`src/rtl/div_radix2.sv`:
```
// Iterative restoring divider for MIPS DIV/DIVU: one quotient bit per cycle,
// quotient goes to LO and remainder to HI, stall_div holds the pipeline meanwhile.
module div_radix2 #(
   parameter int WIDTH = 32
) (
   input  logic             clk,
   input  logic             resetn,
   input  logic             start,
   input  logic             is_signed,
   input  logic             annul,
   input  logic [WIDTH-1:0] opa,
   input  logic [WIDTH-1:0] opb,
   output logic             stall_div,
   output logic             ready,
   output logic [WIDTH-1:0] quotient,
   output logic [WIDTH-1:0] remainder
);

   localparam int CW = $clog2(WIDTH);

   typedef enum logic [1:0] {IDLE, BUSY, DONE} stateT;

   stateT            state;
   logic [CW-1:0]    count;
   logic [WIDTH-1:0] divisor;
   logic [WIDTH-1:0] partRem;
   logic [WIDTH-1:0] work;
   logic             qNeg;
   logic             rNeg;

   logic [WIDTH-1:0] absA;
   logic [WIDTH-1:0] absB;
   logic [WIDTH:0]   shifted;
   logic [WIDTH:0]   diff;
   logic             qBit;
   logic [WIDTH-1:0] nextRem;
   logic [WIDTH-1:0] nextWork;

   // work shifts dividend bits out of its MSB while quotient bits enter at its LSB
   always_comb begin
      absA     = (is_signed && opa[WIDTH-1]) ? -opa : opa;
      absB     = (is_signed && opb[WIDTH-1]) ? -opb : opb;
      shifted  = {partRem, work[WIDTH-1]};
      diff     = shifted - {1'b0, divisor};
      qBit     = ~diff[WIDTH];
      nextRem  = qBit ? diff[WIDTH-1:0] : shifted[WIDTH-1:0];
      nextWork = {work[WIDTH-2:0], qBit};
   end

   assign stall_div = ((state == IDLE) && start && !annul) || (state == BUSY);

   always_ff @(posedge clk or negedge resetn) begin
      if (!resetn) begin
         state     <= IDLE;
         count     <= '0;
         divisor   <= '0;
         partRem   <= '0;
         work      <= '0;
         qNeg      <= 1'b0;
         rNeg      <= 1'b0;
         ready     <= 1'b0;
         quotient  <= '0;
         remainder <= '0;
      end else begin
         case (state)
            IDLE: begin
               ready <= 1'b0;
               if (start && !annul) begin
                  if (opb == '0) begin
                     quotient  <= '1;
                     remainder <= opa;
                     ready     <= 1'b1;
                     state     <= DONE;
                  end else begin
                     divisor <= absB;
                     work    <= absA;
                     partRem <= '0;
                     count   <= '0;
                     qNeg    <= is_signed && (opa[WIDTH-1] ^ opb[WIDTH-1]);
                     rNeg    <= is_signed && opa[WIDTH-1];
                     state   <= BUSY;
                  end
               end
            end
            BUSY: begin
               if (annul) begin
                  state <= IDLE;
               end else begin
                  partRem <= nextRem;
                  work    <= nextWork;
                  count   <= count + CW'(1);
                  // The final iteration commits the sign-corrected result directly
                  if (count == CW'(WIDTH - 1)) begin
                     quotient  <= qNeg ? -nextWork : nextWork;
                     remainder <= rNeg ? -nextRem : nextRem;
                     ready     <= 1'b1;
                     state     <= DONE;
                  end
               end
            end
            DONE: begin
               ready <= 1'b0;
               state <= IDLE;
            end
            default: begin
               ready <= 1'b0;
               state <= IDLE;
            end
         endcase
      end
   end

endmodule
```
`config.mk`:
```
export PLATFORM = sky130hd
export DESIGN_NAME = div_radix2
export DESIGN_NICKNAME = d
export VERILOG_FILES = /design/src/rtl/div_radix2.sv
export SDC_FILE = /design/constraint.sdc
export NUM_CORES = 1
export LEC_CHECK = 0
export BUFFER_PORTS_ARGS = -buffer_cell sky130_fd_sc_hd__buf_2
export CAP_MARGIN = 25
export CORE_UTILIZATION = 45
export DETAILED_ROUTE_END_ITERATION = 16
export GPL_ROUTABILITY_DRIVEN = 0
export PLACE_DENSITY = 0.77
export SKIP_LAST_GASP = 1
export SLEW_MARGIN = 20
export SYNTH_ARGS = -nofsm -noshare
export SYNTH_HDL_FRONTEND = slang
export SYNTH_SLANG_ARGS = --single-unit
```
`constraint.sdc`:
```
create_clock -name clk -period 5.5 [get_ports clk]
set_clock_uncertainty 0.05 [all_clocks]
set_input_delay 0 -clock clk [delete_from_list [all_inputs] [get_ports clk]]
set_output_delay 0 -clock clk [all_outputs]
set_load 0.01 [all_outputs]
```
==> flow_summary.json <==
{
  "final_cell_area_um2": 14500,
  "fin_crit_sh": 0.946,
  "cp_top_family": "compound AO/OA/AOI/OAI gates",
  "min-delay-path-class": "in -> reg",
  "final_hold_viol_count": 0,
  "met3_usage": 0.0404,
  "layout.nets": 1785,
  "final_cell_mix": "172 x nand2_1, 170 x dfrtp_1, 164 x a21oi_1",
  "drv_slew": 0,
  "grt_util_all_layers": 0.246,
  "syn_area_per_cell_um2": 8.04,
  "dpl-instance-area_um2": 13100,
  "dpl.hpwl_mm": 24.8,
  "rows": 59,
  "cts_num_sinks": 170,
  "min_period_ns": 5.20,
  "crit_buf_inv": 1,
  "wire_per_inst_um": 16.9,
  "syn_nets": 1627,
  "placedCellCount": 1919,
  "grt_pass1_wl_mm": 56.0,
  "mostFrequentLayoutCell": "nand2_1",
  "setup_viol_count_final": 0,
  "yosysSeqAreaShare": 0.348,
  "ant_nets": 0,
  "required_ns": 5.77,
  "async_flop_share": 1.00,
  "grt.busiest_layer": "met2",
  "totalWireLength_mm": 34.3,
  "clock_latency_ns": 0.45,
  "gr-total-overflow": 0,
  "crit_arrival_ns": 5.47,
  "remaining_drc_errors": 0,
  "cp_max_fo": 7,
  "rsz0062_at_grt": "false",
  "drt_iter0_drc": 1221,
  "status": "completed",
  "start_kind": "flip-flop",
  "p_per_area_nw_per_um2": 269,
  "vias": 11911,
  "die_y_um": 167,
  "synth.distinct_cells": 73,
  "irDropWorstVdd_mv": 0.220,
  "syn_inst": 1519,
  "grt_max_degree": 111,
  "max_slew.worst_pin.slew_ns": 1.00,
  "h-tree-depth": 4,
  "path_clk_slew_ns": 0.08,
  "layout-drive-gt1-share": 0.131,
  "start_util": 0.463,
  "slowest_delay_ns": 0.53,
  "drtPass1Iterations": 6,
  "final_cells": 2025,
  "use_met2": 0.387,
  "cap_violations": 0,
  "first_global_vias": 10978,
  "clock_path_buffers": 2,
  "fp.dieW_um": 167,
  "ys.flop_type": "dfrtp_1",
  "cts_made_buffers": 17,
  "antenna_found_initial": 0,
  "grt_use_met1": 0.347,
  "cts-root-buf": "clkbuf_16",
  "syn_area_um2": 12200,
  "n_antenna_cell": 0,
  "endpoint_kind": "flip-flop",
  "yosys_warnings": 0,
  "setup.worst_path.class": "reg -> reg",
  "synth_seq_cells": 170,
  "post_cts_buffers": 0,
  "finalSetupTns_ns": 0,
  "path_cells": "ha_1 -> a21oi_1 -> o21ai_1 -> a211o_1 -> a311o_1 -> or3_1 -> and2_4 -> clkinv_2 -> mux2i_2 -> ha_1 -> nand2_1 -> or4_1 -> nor4_2 -> a31o_2 -> nand2_1 -> o41ai_2 -> xnor2_1 -> o22ai_1",
  "num_io_pins": 135,
  "max_slew_margin": 0.331,
  "dieArea_um2": 27800,
  "syn2layout_area_growth_pct": 18.5,
  "coreArea_um2": 26400,
  "crit_path_top_delay_cell": "or4_1",
  "cts_tree": "done",
  "post_drt_via_cell_ratio": 5.88,
  "leakagePower_nw": 6.39,
  "synth-edff-count": 0,
  "utilization": 0.549,
  "timing.fmax_ghz": 0.192,
  "port_buffers": 134
}
## worst reg2reg max path: stages (launching register included)
cell	delay, ns
dfrtp_1	0.45
ha_1	0.41
a21oi_1	0.22
o21ai_1	0.16
a211o_1	0.31
a311o_1	0.39
or3_1	0.38
and2_4	0.18
clkinv_2	0.08
mux2i_2	0.28
ha_1	0.23
nand2_1	0.09
or4_1	0.53
nor4_2	0.32
a31o_2	0.23
nand2_1	0.12
o41ai_2	0.36
xnor2_1	0.17
o22ai_1	0.11
## state kept, by name, indices dropped and copies added, names as in the netlist
register and flops:
divisor 32, partRem 32, quotient 32, remainder 32, work 32, count 5
state 2, qNeg 1, rNeg 1, ready 1
## timing repair
item	CTS	global route
hold endpoints to repair	188	0
gates resized for setup	0	4
hold buffers	73	0
endpoints found under the setup margin	0	3
## worst paths after layout
kind	start	end	slack, ns	cells past startpoint
setup / recovery	partRem[22]$_DFFE_PN0P_	remainder[28]$_DFFE_PN0P_	0.30	18
hold / removal	opa[30]	remainder[30]$_DFFE_PN0P_	0.04	5
setup reg to reg	partRem[22]$_DFFE_PN0P_	remainder[28]$_DFFE_PN0P_	0.30	18
hold reg to reg	remainder[3]$_DFFE_PN0P_	remainder[3]$_DFFE_PN0P_	0.43	2
max in group asynchronous	resetn	partRem[11]$_DFFE_PN0P_	3.92	3
min in group asynchronous	resetn	quotient[3]$_DFFE_PN0P_	0.14	2
## kinds of logic (layout without fill, tap and decap cells)
group,count (synthesis),in the layout,synth area share
muxes,32,32,0.0270
adders and majority gates,39,39,0.0406
DFF,170,170,0.348
xor gates and xnor gates,131,131,0.0939
buffers and inverters,138,309,0.0444
and+or+nand+nor,515,515,0.197
AOI/OAI and AO/OA,494,494,0.249
## routing by layer
layer | up-vias | wire length (um) | part of all wire
li1 | 5770 | - | -
met1 | 5584 | 15600 | 0.46
met2 | 490 | 15200 | 0.44
met3 | 67 | 2760 | 0.080
met4 | 0 | 737 | 0.021
met5 | - | 0 | 0
## stage by stage
| stage | total power, mW | setup WS (ns) | hold WS (ns) |
|---|---|---|---|
| 2_1_floorplan | 2.30 | 0.205 | -0.346 |
| 4_1_cts | 3.88 | 0.204 | 0.0274 |
| 6_report | 3.89 | 0.298 | 0.0355 |
| 5_1_grt | 4.09 | 0.0139 | 0.102 |
| 3_5_place_dp | 2.61 | 0.230 | 0.167 |
| 3_3_place_gp | 2.57 | 0.417 | 0.169 |
## power breakdown
| group | switching [mW] | leakage, nW | internal, mW | total [mW] |
|---|---|---|---|---|
| sequential | 0.138 | 2.13 | 1.38 | 1.51 |
| combinational | 0.680 | 3.97 | 0.469 | 1.15 |
| clock | 0.611 | 0.290 | 0.616 | 1.23 |
| total | 1.43 | 6.39 | 2.46 | 3.89 |
## synth_stat cells, drive strengths merged, types with 8 or more instances
cell      n  share of area
inv      53          0.016
nand3    22         0.0090
nand2   172          0.053
nand4    15         0.0082
clkbuf   63          0.019
nor2    159          0.049
dfrtp   170           0.35
mux2      8         0.0074
and2     13         0.0069
a22o     10         0.0072
or4      18          0.011
xor2     61          0.044
o31ai    28          0.019
nor4     11         0.0067
buf      21         0.0083
o211ai    8         0.0049
o22a     14          0.010
o21ai   145          0.060
xnor2    70          0.050
mux2i    24          0.020
a21oi   166          0.069
and3     17         0.0087
or3      31          0.016
nor3     26          0.011
o21a      8         0.0049
o41ai    10         0.0084
a21o     13         0.0080
ha       38          0.039
a211oi   15         0.0092
a31oi    28          0.014
## layout make-up
cell class,count,area (um2)
Fill cell,2389,11900
Multi-Input combinational cell,1211,7450
Sequential cell,170,4250
Tap cell,335,419
Timing Repair Buffer,223,1550
Clock buffer,17,425
Clock inverter,15,170
Inverter,54,204
Power figures use the tool's default switching activity.
